===== config.mk =====
export PLATFORM = sky130hd
export DESIGN_NAME = core_input_skew_ctrl
export DESIGN_NICKNAME = d
export VERILOG_FILES = /design/src/rtl/core_input_skew_ctrl.sv
export SDC_FILE = /design/constraint.sdc
export NUM_CORES = 2
export LEC_CHECK = 0
export CORE_MARGIN = 3
export CORE_UTILIZATION = 40
export CTS_BUF_LIST = sky130_fd_sc_hd__clkbuf_4 sky130_fd_sc_hd__clkbuf_8
export CTS_CLUSTER_DIAMETER = 120
export CTS_CLUSTER_SIZE = 16
export DETAILED_ROUTE_END_ITERATION = 16
export GPL_TIMING_DRIVEN = 1
export SLEW_MARGIN = 20
export SYNTH_ARGS = -nofsm -noshare
export SYNTH_HDL_FRONTEND = slang
export SYNTH_SLANG_ARGS = --single-unit

===== constraint.sdc =====
create_clock -name clk -period 32.8 [get_ports clk]
set_clock_uncertainty 0.15 [all_clocks]
set_input_delay 4.92 -clock clk [delete_from_list [all_inputs] [get_ports clk]]
set_output_delay 4.92 -clock clk [all_outputs]
set_load 0.02 [all_outputs]

===== src/rtl/core_input_skew_ctrl.sv =====
// Per-lane activation/weight FIFOs feeding the systolic array edge, with optional diagonal pop skew.
// Latency read->lane i data: 1+i cycles (skewed) or 1; no backpressure: full lanes drop pushes, empty lanes flag underflow.
module core_input_skew_fifo #(
  parameter int DW    = 8,
  parameter int DEPTH = 16
) (
  input  logic          clk,
  input  logic          rst,
  input  logic          push_i,
  input  logic          pop_i,
  input  logic [DW-1:0] wdat_i,
  output logic [DW-1:0] rdat_o,
  output logic          pop_ok_o,
  output logic          ovf_o,
  output logic          udf_o,
  output logic          empty_o,
  output logic          full_o
);
  localparam int AW = $clog2(DEPTH);
  localparam int CW = $clog2(DEPTH + 1);

  logic [DW-1:0] mem_q [DEPTH];
  logic [AW-1:0] wptr_q, wptr_d, rptr_q, rptr_d;
  logic [CW-1:0] cnt_q, cnt_d;
  logic          push_ok;

  assign empty_o  = (cnt_q == '0);
  assign full_o   = (cnt_q == CW'(DEPTH));
  assign pop_ok_o = pop_i & ~empty_o;
  // A pop in the same cycle frees the slot, so a full lane still accepts the push.
  assign push_ok  = push_i & (~full_o | pop_ok_o);
  assign ovf_o    = push_i & ~push_ok;
  assign udf_o    = pop_i & empty_o;
  assign rdat_o   = mem_q[rptr_q];

  always_comb begin
    wptr_d = wptr_q;
    rptr_d = rptr_q;
    cnt_d  = cnt_q;
    if (push_ok)  wptr_d = wptr_q + AW'(1);
    if (pop_ok_o) rptr_d = rptr_q + AW'(1);
    if (push_ok && !pop_ok_o)      cnt_d = cnt_q + CW'(1);
    else if (!push_ok && pop_ok_o) cnt_d = cnt_q - CW'(1);
  end

  always_ff @(posedge clk or posedge rst) begin
    if (rst) begin
      wptr_q <= '0;
      rptr_q <= '0;
      cnt_q  <= '0;
    end else begin
      wptr_q <= wptr_d;
      rptr_q <= rptr_d;
      cnt_q  <= cnt_d;
    end
  end

  always_ff @(posedge clk) begin
    if (push_ok) mem_q[wptr_q] <= wdat_i;
  end
endmodule

module core_input_skew_ctrl #(
  parameter int LANES = 8,
  parameter int DW    = 8,
  parameter int DEPTH = 16
) (
  input  logic                clk,
  input  logic                rst,
  input  logic                write,
  input  logic [LANES*DW-1:0] ain,
  input  logic [LANES*DW-1:0] win,
  input  logic                read,
  input  logic                skew_en,
  output logic [LANES*DW-1:0] as,
  output logic [LANES*DW-1:0] ws,
  output logic [LANES-1:0]    avalid,
  output logic [LANES-1:0]    wvalid,
  output logic [LANES-1:0]    aemptys,
  output logic [LANES-1:0]    wemptys,
  output logic [LANES-1:0]    afulls,
  output logic [LANES-1:0]    wfulls,
  output logic                busy,
  output logic                ovf_err,
  output logic                udf_err
);
  logic [LANES-2:0]    skew_q;
  logic [LANES-1:0]    line;
  logic [LANES-1:0]    pstb;
  logic [DW-1:0]       a_head [LANES];
  logic [DW-1:0]       w_head [LANES];
  logic [LANES-1:0]    a_pop, w_pop, a_ovf, w_ovf, a_udf, w_udf;
  logic [LANES*DW-1:0] as_q, as_d, ws_q, ws_d;
  logic [LANES-1:0]    avalid_q, wvalid_q;
  logic                ovf_q, udf_q;

  // Stage j of the line holds read delayed j cycles; stage 0 is the live read.
  assign line = {skew_q, read & skew_en};

  always_comb begin
    pstb = '0;
    for (int i = 0; i < LANES; i++) pstb[i] = skew_en ? line[i] : read;
  end

  for (genvar i = 0; i < LANES; i++) begin : g_lane
    core_input_skew_fifo #(.DW(DW), .DEPTH(DEPTH)) u_afifo (
      .clk(clk), .rst(rst), .push_i(write), .pop_i(pstb[i]),
      .wdat_i(ain[i*DW +: DW]), .rdat_o(a_head[i]), .pop_ok_o(a_pop[i]),
      .ovf_o(a_ovf[i]), .udf_o(a_udf[i]), .empty_o(aemptys[i]), .full_o(afulls[i])
    );
    core_input_skew_fifo #(.DW(DW), .DEPTH(DEPTH)) u_wfifo (
      .clk(clk), .rst(rst), .push_i(write), .pop_i(pstb[i]),
      .wdat_i(win[i*DW +: DW]), .rdat_o(w_head[i]), .pop_ok_o(w_pop[i]),
      .ovf_o(w_ovf[i]), .udf_o(w_udf[i]), .empty_o(wemptys[i]), .full_o(wfulls[i])
    );
  end

  always_comb begin
    as_d = as_q;
    ws_d = ws_q;
    for (int i = 0; i < LANES; i++) begin
      if (a_pop[i]) as_d[i*DW +: DW] = a_head[i];
      if (w_pop[i]) ws_d[i*DW +: DW] = w_head[i];
    end
  end

  always_ff @(posedge clk or posedge rst) begin
    if (rst) begin
      skew_q   <= '0;
      as_q     <= '0;
      ws_q     <= '0;
      avalid_q <= '0;
      wvalid_q <= '0;
      ovf_q    <= 1'b0;
      udf_q    <= 1'b0;
    end else begin
      skew_q   <= line[LANES-2:0];
      as_q     <= as_d;
      ws_q     <= ws_d;
      avalid_q <= a_pop;
      wvalid_q <= w_pop;
      ovf_q    <= ovf_q | (|a_ovf) | (|w_ovf);
      udf_q    <= udf_q | (|a_udf) | (|w_udf);
    end
  end

  assign as      = as_q;
  assign ws      = ws_q;
  assign avalid  = avalid_q;
  assign wvalid  = wvalid_q;
  assign busy    = |skew_q;
  assign ovf_err = ovf_q;
  assign udf_err = udf_q;
endmodule


==> impl_metrics.json <==
{
  "synth_compound_area_share_pct": 0.707,
  "synthCells": 4948,
  "die_w_um": 502,
  "grt-ovfl-total": 0,
  "critPathKind": "reg2out",
  "start_kind": "flip-flop",
  "hold_buffers": 0,
  "synth_nets": 5245,
  "die_h_um": 502,
  "fmax_ghz": 0.119,
  "yosysTopAreaCell": "edfxtp_1",
  "clkPwrFrac_pct": 19.0,
  "maxSlewViolCount": 0,
  "syn-cell-area_um2": 98300,
  "clk_latency_ns": 0.99,
  "final_nets": 5524,
  "postCtsSetupBuffers": 0,
  "antenna_found_initial": 10,
  "drc": 0,
  "async_flop_share_pct": 15.0,
  "hold_viol": 0,
  "ant_nets": 0,
  "setup_viol": 0,
  "core-area_um2": 244000,
  "placed_cell_area_um2": 104000,
  "powerDensity_nw_per_um2": 78.4,
  "vias": 45003,
  "synth_top_family_by_area": "multiplexers",
  "p_leak_nw": 37.2,
  "cts_resized": 0,
  "drt_iter0_drc": 3277,
  "final_cell_mix": "edfxtp_1, nand2_1, mux4_1",
  "dp_hpwl_um": 137000,
  "timing.hold.ws_ns": 0.272,
  "ys_types": 42,
  "ir_worst_vdd_v": 0.0000597,
  "p_int_mw": 5.74,
  "avgSynthCellArea_um2": 19.9,
  "cp-end-kind": "output pin",
  "slew_headroom_pct": 27.0,
  "tns_ns": 0,
  "tightest_slew_ns": 1.09,
  "yosysSeqAreaShare_pct": 71.7,
  "yosysWarnings": 0,
  "crit_fanout": 4,
  "synth-xor-area-share_pct": 1.57,
  "initial_utilization_pct": 40.3,
  "netSwitchingFraction_pct": 31.9,
  "htree_levels": 4,
  "drive_gt1_share_pct": 10.8,
  "cts_buffer_depth": 3,
  "cts_tree": "built",
  "mostFrequentLayoutCell": "edfxtp_1",
  "totalWireLength_um": 207000,
  "rrSetupSlack_ns": 28.99,
  "synth-edff-count": 2048,
  "wl_per_cell_um": 24.1,
  "dieArea_um2": 252000,
  "critPathArrivalTime_ns": 3.30,
  "synthAdderAreaFrac_pct": 2.21,
  "track_usage_pct": 16.4,
  "synthTopCellsByArea": "edfxtp_1, mux4_1, dfrtp_1",
  "synth-simple-area-share_pct": 4.57,
  "worstPathRequired_ns": 27.73,
  "cts_sinks": 2409,
  "numPortBuffers": 311,
  "synthFlopType": "edfxtp_1",
  "maxCapViolations": 0,
  "clkSlewWorstSetupHoldPaths_ns": 0.12,
  "grt_pass1_vias": 46254,
  "std_cell_rows": 181,
  "fin_crit_sh_pct": 25.5,
  "combPwrFrac_pct": 31.7,
  "viasPerCell": 5.25,
  "power_frac_seq_pct": 49.3,
  "rsz0062_at_grt": "no",
  "gp_congestion": 0.777,
  "synthMuxAreaShare_pct": 16.8,
  "numCtsBuffers": 169,
  "filler_cell_count": 20682,
  "min_period_ns": 8.37,
  "run_status": "finished clean",
  "dr.pass1.iters": 7,
  "grt_max_degree": 143,
  "stdcell_area_um2": 108000,
  "io_pins": 312,
  "power.switching_mw": 2.69,
  "cts_root_buf": "clkbuf_8",
  "grt_first_pass_wirelength_um": 311000,
  "final_util_pct": 44.1,
  "synth.top_cell.area_share_pct": 62.5,
  "areaGrowthSynthToFinish_pct": 9.48,
  "hold_class": "reg2reg",
  "ys_ff_latch": 2409
}
[power groups by stage]
stage / logic (mW) / registers, mW / clock network (mW)
2_1_floorplan: 1.99 / 4.10 / 0
3_3_place_gp: 2.67 / 4.22 / 0
3_5_place_dp: 2.71 / 4.24 / 0
4_1_cts: 2.71 / 4.18 / 1.67
5_1_grt: 2.89 / 4.23 / 1.78
6_report: 2.67 / 4.16 / 1.60
[logic make-up after synthesis]
group                    count (synthesis)
AO/OA/AOI/OAI                          122
AND/OR/NAND/NOR                       1027
multiplexers                           658
buffers and inverters                  392
flip-flops                            2409
XOR/XNOR                               176
adder cells (fa/ha/maj)                164
[worst max-delay path: stages, from the launching register on]
cell and delay [ns]:
dfrtp_1 0.45, nor4_1 0.49, nor2b_1 0.66, clkdlybuf4s50_1 0.74
[sequential cells by signal, summed over array words and instances (netlist names), 7 cells and up]
signal	flops
g_lane.u_afifo.cnt_q	40
avalid	8
g_lane.u_afifo.rptr_q	32
ws	64
g_lane.u_wfifo.wptr_q	32
g_lane.u_wfifo.cnt_q	40
g_lane.u_wfifo.rptr_q	32
g_lane.u_afifo.mem_q	1024
g_lane.u_afifo.wptr_q	32
wvalid	8
skew_q	7
as	64
g_lane.u_wfifo.mem_q	1024
[area by class of cell]
type	count	area [um2]	area share [%]
tap	3202	4010	3.72
inverter	109	417	0.387
timing repair buffer	391	3730	3.47
clock buffer	301	3340	3.10
antenna	8	20.0	0.0186
sequential	2409	70500	65.5
multi-input combinational	2147	25500	23.7
clock inverter	13	141	0.131
[Yosys cell counts (2+ instances only)]
master and count:
buf_12 15, inv_1 108, xor2_1 35, and3_1 6, a21o_1 29, nand4_1 35, fa_1 16, nand3_1 16
xnor2_1 141, nor2b_1 16, dfrtp_1 361, or2_2 14, mux4_2 139, mux2i_1 9, o21ai_0 55, clkbuf_8 13
nand2_1 574, nor3_1 63, nor3b_1 6, buf_8 3, nand3b_1 7, nand2b_1 23, and2_1 85, clkbuf_1 84
a21oi_1 33, o21a_1 2, ha_1 148, buf_6 47, buf_4 36, buf_1 40, nor2_1 164, mux2_2 9
nor4_1 17, buf_2 44, edfxtp_1 2048, mux4_1 501
[path summary, 6_finish.rpt]
path                                                         from                                      end  cells after the start
setup / recovery           g_lane[2].u_wfifo.cnt_q[0]$_DFFE_PP0P_                               wemptys[2]                      3
min in group asynchronous                                     rst                        ws[0]$_DFFE_PP0P_                      2
max in group asynchronous                                     rst  g_lane[2].u_afifo.rptr_q[1]$_DFFE_PP0P_                      4
setup reg to reg           g_lane[2].u_wfifo.cnt_q[0]$_DFFE_PP0P_   g_lane[2].u_wfifo.cnt_q[4]$_DFFE_PP0P_                     11
hold / removal                                skew_q[1]$_DFF_PP0_                      skew_q[2]$_DFF_PP0_                      0
hold reg to reg                               skew_q[1]$_DFF_PP0_                      skew_q[2]$_DFF_PP0_                      0
[through the flow]
| step | std cells | total power [mW] | setup slack (ns) |
|---|---|---|---|
| floorplan | 4948 | 6.09 | 17.71 |
| global placement | 8257 | 6.89 | 23.89 |
| detailed placement | 8257 | 6.95 | 23.80 |
| CTS | 8571 | 8.56 | 24.06 |
| global route | 8575 | 8.90 | 24.05 |
| finish | 8580 | 8.44 | 24.43 |
[per-layer routing]
metal / vias up / wire [um] / track usage [%]
li1: 20186 / - / -
met1: 23760 / 93700 / 23.3
met2: 849 / 102000 / 27.1
met3: 208 / 8160 / 2.43
met4: 0 / 3350 / 3.24
met5: - / 0 / 0
(Power assumes the default switching activity.)
